<file path="src/rtl/matrix_cursor_ctrl.sv">
// Push-button cursor controller for a 6x6 cell grid: debounces five buttons, moves the
// decoder coordinates (mdc/mdl) with wrap-around and toggles the mark bit chosen by the decoder.
module matrix_cursor_ctrl #(
    parameter int DEBOUNCE_CYCLES = 16,
    parameter int BLINK_CYCLES    = 64,
    parameter int COLS            = 6,
    parameter int ROWS            = 6
) (
    input  logic        clk,
    input  logic        rst_n,
    input  logic        btn_up_n,
    input  logic        btn_down_n,
    input  logic        btn_left_n,
    input  logic        btn_right_n,
    input  logic        btn_ok_n,
    input  logic [5:0]  sel_in,
    output logic [2:0]  mdc,
    output logic [2:0]  mdl,
    output logic [35:0] mark,
    output logic        blink,
    output logic        commit,
    output logic        sel_err,
    output logic        busy
);

    localparam int DB_W = $clog2(DEBOUNCE_CYCLES + 1);
    localparam int BL_W = $clog2(BLINK_CYCLES + 1);
    localparam logic [DB_W-1:0] DB_LAST = DB_W'(DEBOUNCE_CYCLES - 1);
    localparam logic [BL_W-1:0] BL_LAST = BL_W'(BLINK_CYCLES - 1);
    localparam logic [2:0] COLS_L = 3'(COLS);
    localparam logic [2:0] ROWS_L = 3'(ROWS);

    typedef enum logic [1:0] {S_IDLE, S_MOVE, S_COMMIT, S_WAIT_REL} state_t;
    typedef enum logic [1:0] {D_UP, D_DOWN, D_LEFT, D_RIGHT} dir_t;

    // Button vector index: 0 up, 1 down, 2 left, 3 right, 4 ok. Levels are active-low (1 = released).
    logic [4:0]            btn_raw;
    logic [4:0]            sync1_q, sync2_q, level_q, level_d, press_q, press_d;
    logic [4:0][DB_W-1:0]  cnt_q, cnt_d;
    state_t                state_q, state_d;
    dir_t                  dir_q, dir_d;
    logic [2:0]            mdc_q, mdc_d, mdl_q, mdl_d;
    logic [35:0]           mark_q, mark_d;
    logic                  commit_q, commit_d, sel_err_q, sel_err_d;
    logic                  blink_q, blink_d;
    logic [BL_W-1:0]       blink_cnt_q, blink_cnt_d;

    assign btn_raw = {btn_ok_n, btn_right_n, btn_left_n, btn_down_n, btn_up_n};

    function automatic logic [2:0] dec_wrap(input logic [2:0] v, input logic [2:0] lim);
        if (v == 3'd0)     return lim - 3'd1;
        else if (v >= lim) return 3'd0;
        else               return v - 3'd1;
    endfunction

    function automatic logic [2:0] inc_wrap(input logic [2:0] v, input logic [2:0] lim);
        if (v >= lim - 3'd1) return 3'd0;
        else                 return v + 3'd1;
    endfunction

    always_comb begin
        level_d = level_q;
        cnt_d   = cnt_q;
        press_d = '0;
        for (int i = 0; i < 5; i++) begin
            if (sync2_q[i] == level_q[i]) begin
                cnt_d[i] = '0;
            end else if (cnt_q[i] == DB_LAST) begin
                level_d[i] = sync2_q[i];
                cnt_d[i]   = '0;
                press_d[i] = ~sync2_q[i];
            end else begin
                cnt_d[i] = cnt_q[i] + DB_W'(1);
            end
        end
    end

    always_comb begin
        state_d   = state_q;
        dir_d     = dir_q;
        mdc_d     = mdc_q;
        mdl_d     = mdl_q;
        mark_d    = mark_q;
        commit_d  = 1'b0;
        sel_err_d = 1'b0;
        case (state_q)
            S_IDLE: begin
                if (press_q[4])      state_d = S_COMMIT;
                else if (press_q[0]) begin dir_d = D_UP;    state_d = S_MOVE; end
                else if (press_q[1]) begin dir_d = D_DOWN;  state_d = S_MOVE; end
                else if (press_q[2]) begin dir_d = D_LEFT;  state_d = S_MOVE; end
                else if (press_q[3]) begin dir_d = D_RIGHT; state_d = S_MOVE; end
            end
            S_MOVE: begin
                case (dir_q)
                    D_UP:    mdl_d = dec_wrap(mdl_q, ROWS_L);
                    D_DOWN:  mdl_d = inc_wrap(mdl_q, ROWS_L);
                    D_LEFT:  mdc_d = dec_wrap(mdc_q, COLS_L);
                    default: mdc_d = inc_wrap(mdc_q, COLS_L);
                endcase
                state_d = S_WAIT_REL;
            end
            S_COMMIT: begin
                // sel_in is settled here: the cursor last changed at least one cycle earlier.
                if (sel_in < 6'd36) begin
                    mark_d   = mark_q ^ (36'd1 << sel_in);
                    commit_d = 1'b1;
                end else begin
                    sel_err_d = 1'b1;
                end
                state_d = S_WAIT_REL;
            end
            default: begin
                if (&level_q) state_d = S_IDLE;
            end
        endcase
    end

    always_comb begin
        blink_d     = blink_q;
        blink_cnt_d = blink_cnt_q + BL_W'(1);
        if (state_q == S_MOVE) begin
            blink_d     = 1'b1;
            blink_cnt_d = '0;
        end else if (blink_cnt_q == BL_LAST) begin
            blink_d     = ~blink_q;
            blink_cnt_d = '0;
        end
    end

    always_ff @(posedge clk or negedge rst_n) begin
        if (!rst_n) begin
            sync1_q     <= '1;
            sync2_q     <= '1;
            level_q     <= '1;
            cnt_q       <= '0;
            press_q     <= '0;
            state_q     <= S_IDLE;
            dir_q       <= D_UP;
            mdc_q       <= '0;
            mdl_q       <= '0;
            mark_q      <= '0;
            commit_q    <= 1'b0;
            sel_err_q   <= 1'b0;
            blink_q     <= 1'b0;
            blink_cnt_q <= '0;
        end else begin
            sync1_q     <= btn_raw;
            sync2_q     <= sync1_q;
            level_q     <= level_d;
            cnt_q       <= cnt_d;
            press_q     <= press_d;
            state_q     <= state_d;
            dir_q       <= dir_d;
            mdc_q       <= mdc_d;
            mdl_q       <= mdl_d;
            mark_q      <= mark_d;
            commit_q    <= commit_d;
            sel_err_q   <= sel_err_d;
            blink_q     <= blink_d;
            blink_cnt_q <= blink_cnt_d;
        end
    end

    assign mdc     = mdc_q;
    assign mdl     = mdl_q;
    assign mark    = mark_q;
    assign blink   = blink_q;
    assign commit  = commit_q;
    assign sel_err = sel_err_q;
    assign busy    = (state_q != S_IDLE);

endmodule
</file>
<file path="config.mk">
export PLATFORM = sky130hd
export DESIGN_NAME = matrix_cursor_ctrl
export DESIGN_NICKNAME = d
export VERILOG_FILES = /design/src/rtl/matrix_cursor_ctrl.sv
export SDC_FILE = /design/constraint.sdc
export NUM_CORES = 1
export LEC_CHECK = 0
export CAP_MARGIN = 20
export CORE_UTILIZATION = 50
export CTS_CLUSTER_DIAMETER = 200
export CTS_CLUSTER_SIZE = 30
export DETAILED_ROUTE_END_ITERATION = 6
export PLACE_DENSITY_LB_ADDON = 0.2
export SYNTH_ARGS = -nofsm -noshare
export SYNTH_HDL_FRONTEND = slang
export SYNTH_SLANG_ARGS = --single-unit
</file>
<file path="constraint.sdc">
create_clock -name clk -period 2.8 [get_ports clk]
set_input_delay 0.56 -clock clk [delete_from_list [all_inputs] [get_ports clk]]
set_output_delay 0.56 -clock clk [all_outputs]
set_load 0.01 [all_outputs]
</file>
==> results.sh, run 1 <==
export IMPL_vias_per_cell=5.24
export IMPL_drive_above_1_share_pct=10.8
export IMPL_cts_htree_levels=3
export IMPL_ys_seq_elements=101
export IMPL_crit_type="reg2out"
export IMPL_grt_use_met3_pct=5.13
export IMPL_grt_busiest_layer="met2"
export IMPL_core_area_um2=8680
export IMPL_syn_to_final_growth_pct=20.5
export IMPL_fin_crit_ns=2.31
export IMPL_worst_r2r_cell_count=6
export IMPL_synthArstFlopShare_pct=100
export IMPL_drv_cap=0
export IMPL_fp_dieH_um=96.6
export IMPL_grt_pass1_vias=2839
export IMPL_num_vias=3005
export IMPL_antenna_found_initial=0
export IMPL_met1_usage_pct=24.3
export IMPL_gp_congestion=0.819
export IMPL_row_count=34
export IMPL_rsz0062_at_grt="false"
export IMPL_wl_per_cell_um=13.6
export IMPL_start_util_pct=51.6
export IMPL_die_w_um=96.6
export IMPL_clock_skew_ns=0.0127
export IMPL_antenna_left=0
export IMPL_firstDrtPassIters=4
export IMPL_synth_seq_area_share_pct=56.9
export IMPL_grt_usage_pct=17.6
export IMPL_path_clk_slew_ns=0.11
export IMPL_power_density_nw_per_um2=473
export IMPL_num_antenna_cells=0
export IMPL_synthCells=395
export IMPL_tightest_slew_ns=0.593
export IMPL_whs_ns=0.0922
export IMPL_synthDominantCellAreaShare_pct=48.1
export IMPL_finalCritPeriodShare_pct=82.5
export IMPL_cp_endpoint="busy"
export IMPL_rr_endpoint="mark[19]"
export IMPL_fillCellCount=724
export IMPL_hold_buffers=0
export IMPL_cp_max_fo=4
export IMPL_cp_end_kind="output pin"
export IMPL_wirelength_um=7800
export IMPL_arrival_ns=1.75
export IMPL_drt_iter0_markers=107
export IMPL_grt_max_degree=50
export IMPL_synth_cell_types=44
export IMPL_mappedNetlistArea_um2=4480
export IMPL_hp_class="in2async"
export IMPL_yosysWarnings=0
export IMPL_required_ns=2.24
export IMPL_clk_path_buf_depth=2
export IMPL_synth_edf_count=0
export IMPL_run_status="finished, final reports clean"
export IMPL_finalMaxSlewViolations=0
export IMPL_vdd_drop_max_uv=252
export IMPL_worstSetupStartpoint="state_q[0]"
export IMPL_ys_top_cells_by_area="dfrtp_1 48%, dfstp_2 8.8%, xor2_1 6.1%, ha_1 5.6%, xnor2_1 4.5%"
export IMPL_dp_hpwl_um=5580
export IMPL_slew_headroom_pct=60.1
export IMPL_use_met2_pct=27.6
export IMPL_cts_resized_gates=0
export IMPL_finalSetupViolations=0
export IMPL_port_buffer_count=58
export IMPL_postCtsSetupRepairBufs=0
export IMPL_drc=0
export IMPL_rrSetupSlack_ns=0.88
export IMPL_r2r_start="state_q[0]"
export IMPL_finalSetupTns_ns=0
export IMPL_clockRootBuffer="clkbuf_8"
export IMPL_grt_pass1_wl_um=13300
export IMPL_hold_viol=0
export IMPL_dieArea_um2=9340
export IMPL_yosysTopAreaCell="dfrtp_1"
export IMPL_clock_latency_ns=0.36
export IMPL_fin_nets=493
export IMPL_synth_fp_nets=428
export IMPL_clock_fmax_ghz=0.433
export IMPL_crit_path_start_kind="flop"
export IMPL_globalRouteOverflowTotal=0
export IMPL_clkSinkCount=101
export IMPL_synth_ff_type="dfrtp_1"
export IMPL_numCtsBuffers=9
export IMPL_leakage_nw=2.52
export IMPL_io_pins=59
export IMPL_cts_tree="done"
export IMPL_syn_area_per_cell_um2=11.3
metal layers:
layer	vias up	routed length, um
met1	1464	3670
met3	8	335
met2	70	3740
li1	1463	-
met5	-	0
met4	0	51
registers in the layout, summed over array words and instances (netlist names):
register	count
mdl	3
state_q	2
blink_cnt_q	7
dir_q	2
mark	36
mdc	3
cnt_q	25
sync2_q	5
level_q	5
press_q	5
sync1_q	5
blink	1
commit	1
sel_err	1
synthesized netlist by cell type (6+ instances only):
cell,n
a21oi_1,11
and3_1,6
dfrtp_1,86
dfstp_2,15
ha_1,20
inv_1,15
nand2_1,21
nand3_1,18
nor2_1,48
nor2b_1,8
nor3_1,14
o21ai_0,9
xnor2_1,23
xor2_1,31
power breakdown:
| part | internal, mW | switching (mW) | leakage, nW |
|---|---|---|---|
| clock network | 0.354 | 0.544 | 0.0983 |
| logic | 0.0553 | 0.0772 | 1.09 |
| registers | 1.50 | 0.0238 | 1.33 |
| total | 1.91 | 0.645 | 2.52 |
worst max-delay path: stages, from the launching register on:
cell	delay (ns)
dfrtp_1	0.42
inv_1	0.09
ha_1	0.25
inv_1	0.10
clkdlybuf4s50_1	0.54
through the flow:
step	cells	setup WS [ns]	util, %	total power, mW	cell area (um2)
final	573	0.490	62.2	2.55	5400
after global placement	557	0.610	59.9	1.68	5190
after CTS	573	0.457	62.2	2.59	5400
after global routing	573	0.374	62.2	2.67	5400
after floorplan	395	1.09	-	1.61	4480
after detailed placement	557	0.589	59.9	1.68	5190
logic make-up after synthesis:
kind of cell / after synthesis / synth area share (%)
buffers and inverters: 21 / 1.79
AND/OR/NAND/NOR: 157 / 18.8
XOR/XNOR: 54 / 10.6
multiplexers: 5 / 1.26
flip-flops: 101 / 56.9
AO/OA/AOI/OAI: 37 / 5.17
adder cells (fa/ha/maj): 20 / 5.59
cells in the final DEF, fill, tap and decap left out, types with 14 or more instances in the layout:
cell type        count
nand2_1             21
ha_1                20
clkdlybuf4s50_1     57
dfstp_2             15
inv_1               15
xnor2_1             23
xor2_1              31
nor3_1              14
dfrtp_1             86
nand3_1             18
nor2_1              48
final cells by class:
cell class	count	area, um2	area share, %
well taps	108	135	2.50
flip-flops and latches	101	2550	47.2
multi-input cells	273	1850	34.3
repair buffers	60	606	11.2
clock inverters	7	77.6	1.44
clock buffers	9	124	2.30
inverters	15	56.3	1.04
worst min-delay path by stage:
stage	cells after the start	from	endpoint
2_1_floorplan	0	rst_n	blink
3_3_place_gp	0	sync1_q[0]	sync2_q[0]
3_5_place_dp	0	sync1_q[0]	sync2_q[0]
4_1_cts	1	rst_n	mark[2]
5_1_grt	1	rst_n	mark[21]
6_report	1	rst_n	mark[21]
No activity file was read; power rests on OpenSTA's default activity.
==> run 2: changes to the inputs <==
Clock period 2.8 ns to 2.14 ns, I/O delays scaled along.
==> results.sh, run 2 (same netlist as run 1, synthesis figures left out) <==
export IMPL_fin_nets=499
export IMPL_crit_path_start_kind="flop"
export IMPL_finalSetupViolations=0
export IMPL_numCtsBuffers=9
export IMPL_run_status="finished, final reports clean"
export IMPL_io_pins=59
export IMPL_wl_per_cell_um=13.9
export IMPL_grt_pass1_wl_um=14100
export IMPL_cts_htree_levels=3
export IMPL_clkSinkCount=101
export IMPL_clk_path_buf_depth=2
export IMPL_num_antenna_cells=0
export IMPL_arrival_ns=1.47
export IMPL_clock_latency_ns=0.36
export IMPL_cp_num_buf_inv=1
export IMPL_power_density_nw_per_um2=658
export IMPL_slew_headroom_pct=55.5
export IMPL_clockRootBuffer="clkbuf_8"
export IMPL_fp_dieH_um=96.6
export IMPL_rsz0062_at_grt="false"
export IMPL_final_cells=579
export IMPL_grt_usage_pct=18.6
export IMPL_largest_register_ffs=36
export IMPL_path_clk_slew_ns=0.09
export IMPL_leakage_nw=2.59
export IMPL_grt_max_degree=41
export IMPL_row_count=34
export IMPL_clock_fmax_ghz=0.528
export IMPL_fillCellCount=700
export IMPL_mostFrequentLayoutCells="86 x dfrtp_1, 56 x clkdlybuf4s50_1, 48 x nor2_1"
export IMPL_core_area_um2=8680
export IMPL_clock_skew_ns=0.00973
export IMPL_die_w_um=96.6
export IMPL_cp_end_kind="output pin"
export IMPL_fin_crit_ns=1.89
export IMPL_finalCritPeriodShare_pct=88.5
export IMPL_antenna_found_initial=0
export IMPL_antenna_left=0
export IMPL_firstDrtPassIters=5
export IMPL_hold_viol=0
export IMPL_drc=0
export IMPL_start_util_pct=51.6
export IMPL_crit_slowest_cell="clkdlybuf4s50_1"
export IMPL_finalSetupTns_ns=0
export IMPL_slowest_delay_ns=0.59
export IMPL_vdd_drop_max_uv=361
export IMPL_dieArea_um2=9340
export IMPL_vias_per_cell=5.18
export IMPL_post_place_cells=561
export IMPL_finalMaxSlewViolations=0
export IMPL_cp_max_fo=9
export IMPL_final_common_cell="dfrtp_1"
export IMPL_wirelength_um=8030
export IMPL_power_mw=3.61
export IMPL_drv_cap=0
export IMPL_grt_pass1_vias=2999
export IMPL_crit_chain="clkdlybuf4s50_1"
export IMPL_fin_util_pct=63.2
export IMPL_hp_class="in2async"
export IMPL_gp_congestion=0.845
export IMPL_multi_input_area_um2=1850
export IMPL_globalRouteOverflowTotal=0
export IMPL_dp_hpwl_um=5820
export IMPL_hold_buffers=0
export IMPL_regArea_um2=2550
export IMPL_num_vias=2998
export IMPL_crit_type="reg2out"
export IMPL_syn_to_final_growth_pct=22.6
export IMPL_port_buffer_count=58
export IMPL_tightest_slew_ns=0.662
export IMPL_required_ns=1.71
export IMPL_drt_iter0_markers=123
export IMPL_drive_above_1_share_pct=11.9
export IMPL_crit_family="buffers and inverters"
export IMPL_cts_tree="done"
## run 2: layout make-up
| cell class | instances | area share [%] |
|---|---|---|
| Clock buffer | 10 | 2.51 |
| Clock inverter | 6 | 1.98 |
| Inverter | 15 | 1.03 |
| Multi-Input combinational cell | 273 | 33.7 |
| Sequential cell | 101 | 46.4 |
| Tap cell | 108 | 2.46 |
| Timing Repair Buffer | 66 | 11.9 |
## run 2: final timing paths
check / start / slack, ns / endpoint / cells after the start
worst min-delay path: rst_n / 0.02 / mark[23] / 1
min in group clk: sync1_q[0] / 0.36 / sync2_q[0] / 0
max in group asynchronous: rst_n / 1.47 / sync2_q[4] / 2
worst min register to register: sync1_q[0] / 0.36 / sync2_q[0] / 0
worst max register to register: state_q[0] / 0.30 / mark[11] / 6
worst max-delay path: mdl[1] / 0.25 / mdl[1] / 1
## run 2: report_power, final
| part | internal (mW) | leakage (nW) | switching (mW) | total [mW] |
|---|---|---|---|---|
| sequential | 1.96 | 1.33 | 0.0315 | 1.99 |
| clock | 0.809 | 0.127 | 0.636 | 1.44 |
| combinational | 0.0755 | 1.14 | 0.102 | 0.178 |
## run 2: stage by stage
stage / cell area (um2) / hold WS (ns) / setup WS (ns)
floorplan: 4480 / 0.132 / 0.433
global placement: 5230 / 0.346 / 0.112
finish: 5490 / 0.0248 / 0.245
detailed placement: 5230 / 0.347 / 0.0759
global route: 5490 / 0.0488 / 0.178
CTS: 5490 / 0.0372 / 0.0413
## run 2: metal layers
layer  track usage, %  wire length (um)  vias up
li1                 -                 -     1469
met3             3.83               277        6
met1             25.4              3730     1472
met2             29.6              3950       51
met4             6.77                72        0
met5                0                 0        -
## run 2: what timing repair did
item,in CTS,in global routing
setup endpoints to repair,1,1
gates resized for setup,0,1
setup buffers,2,0
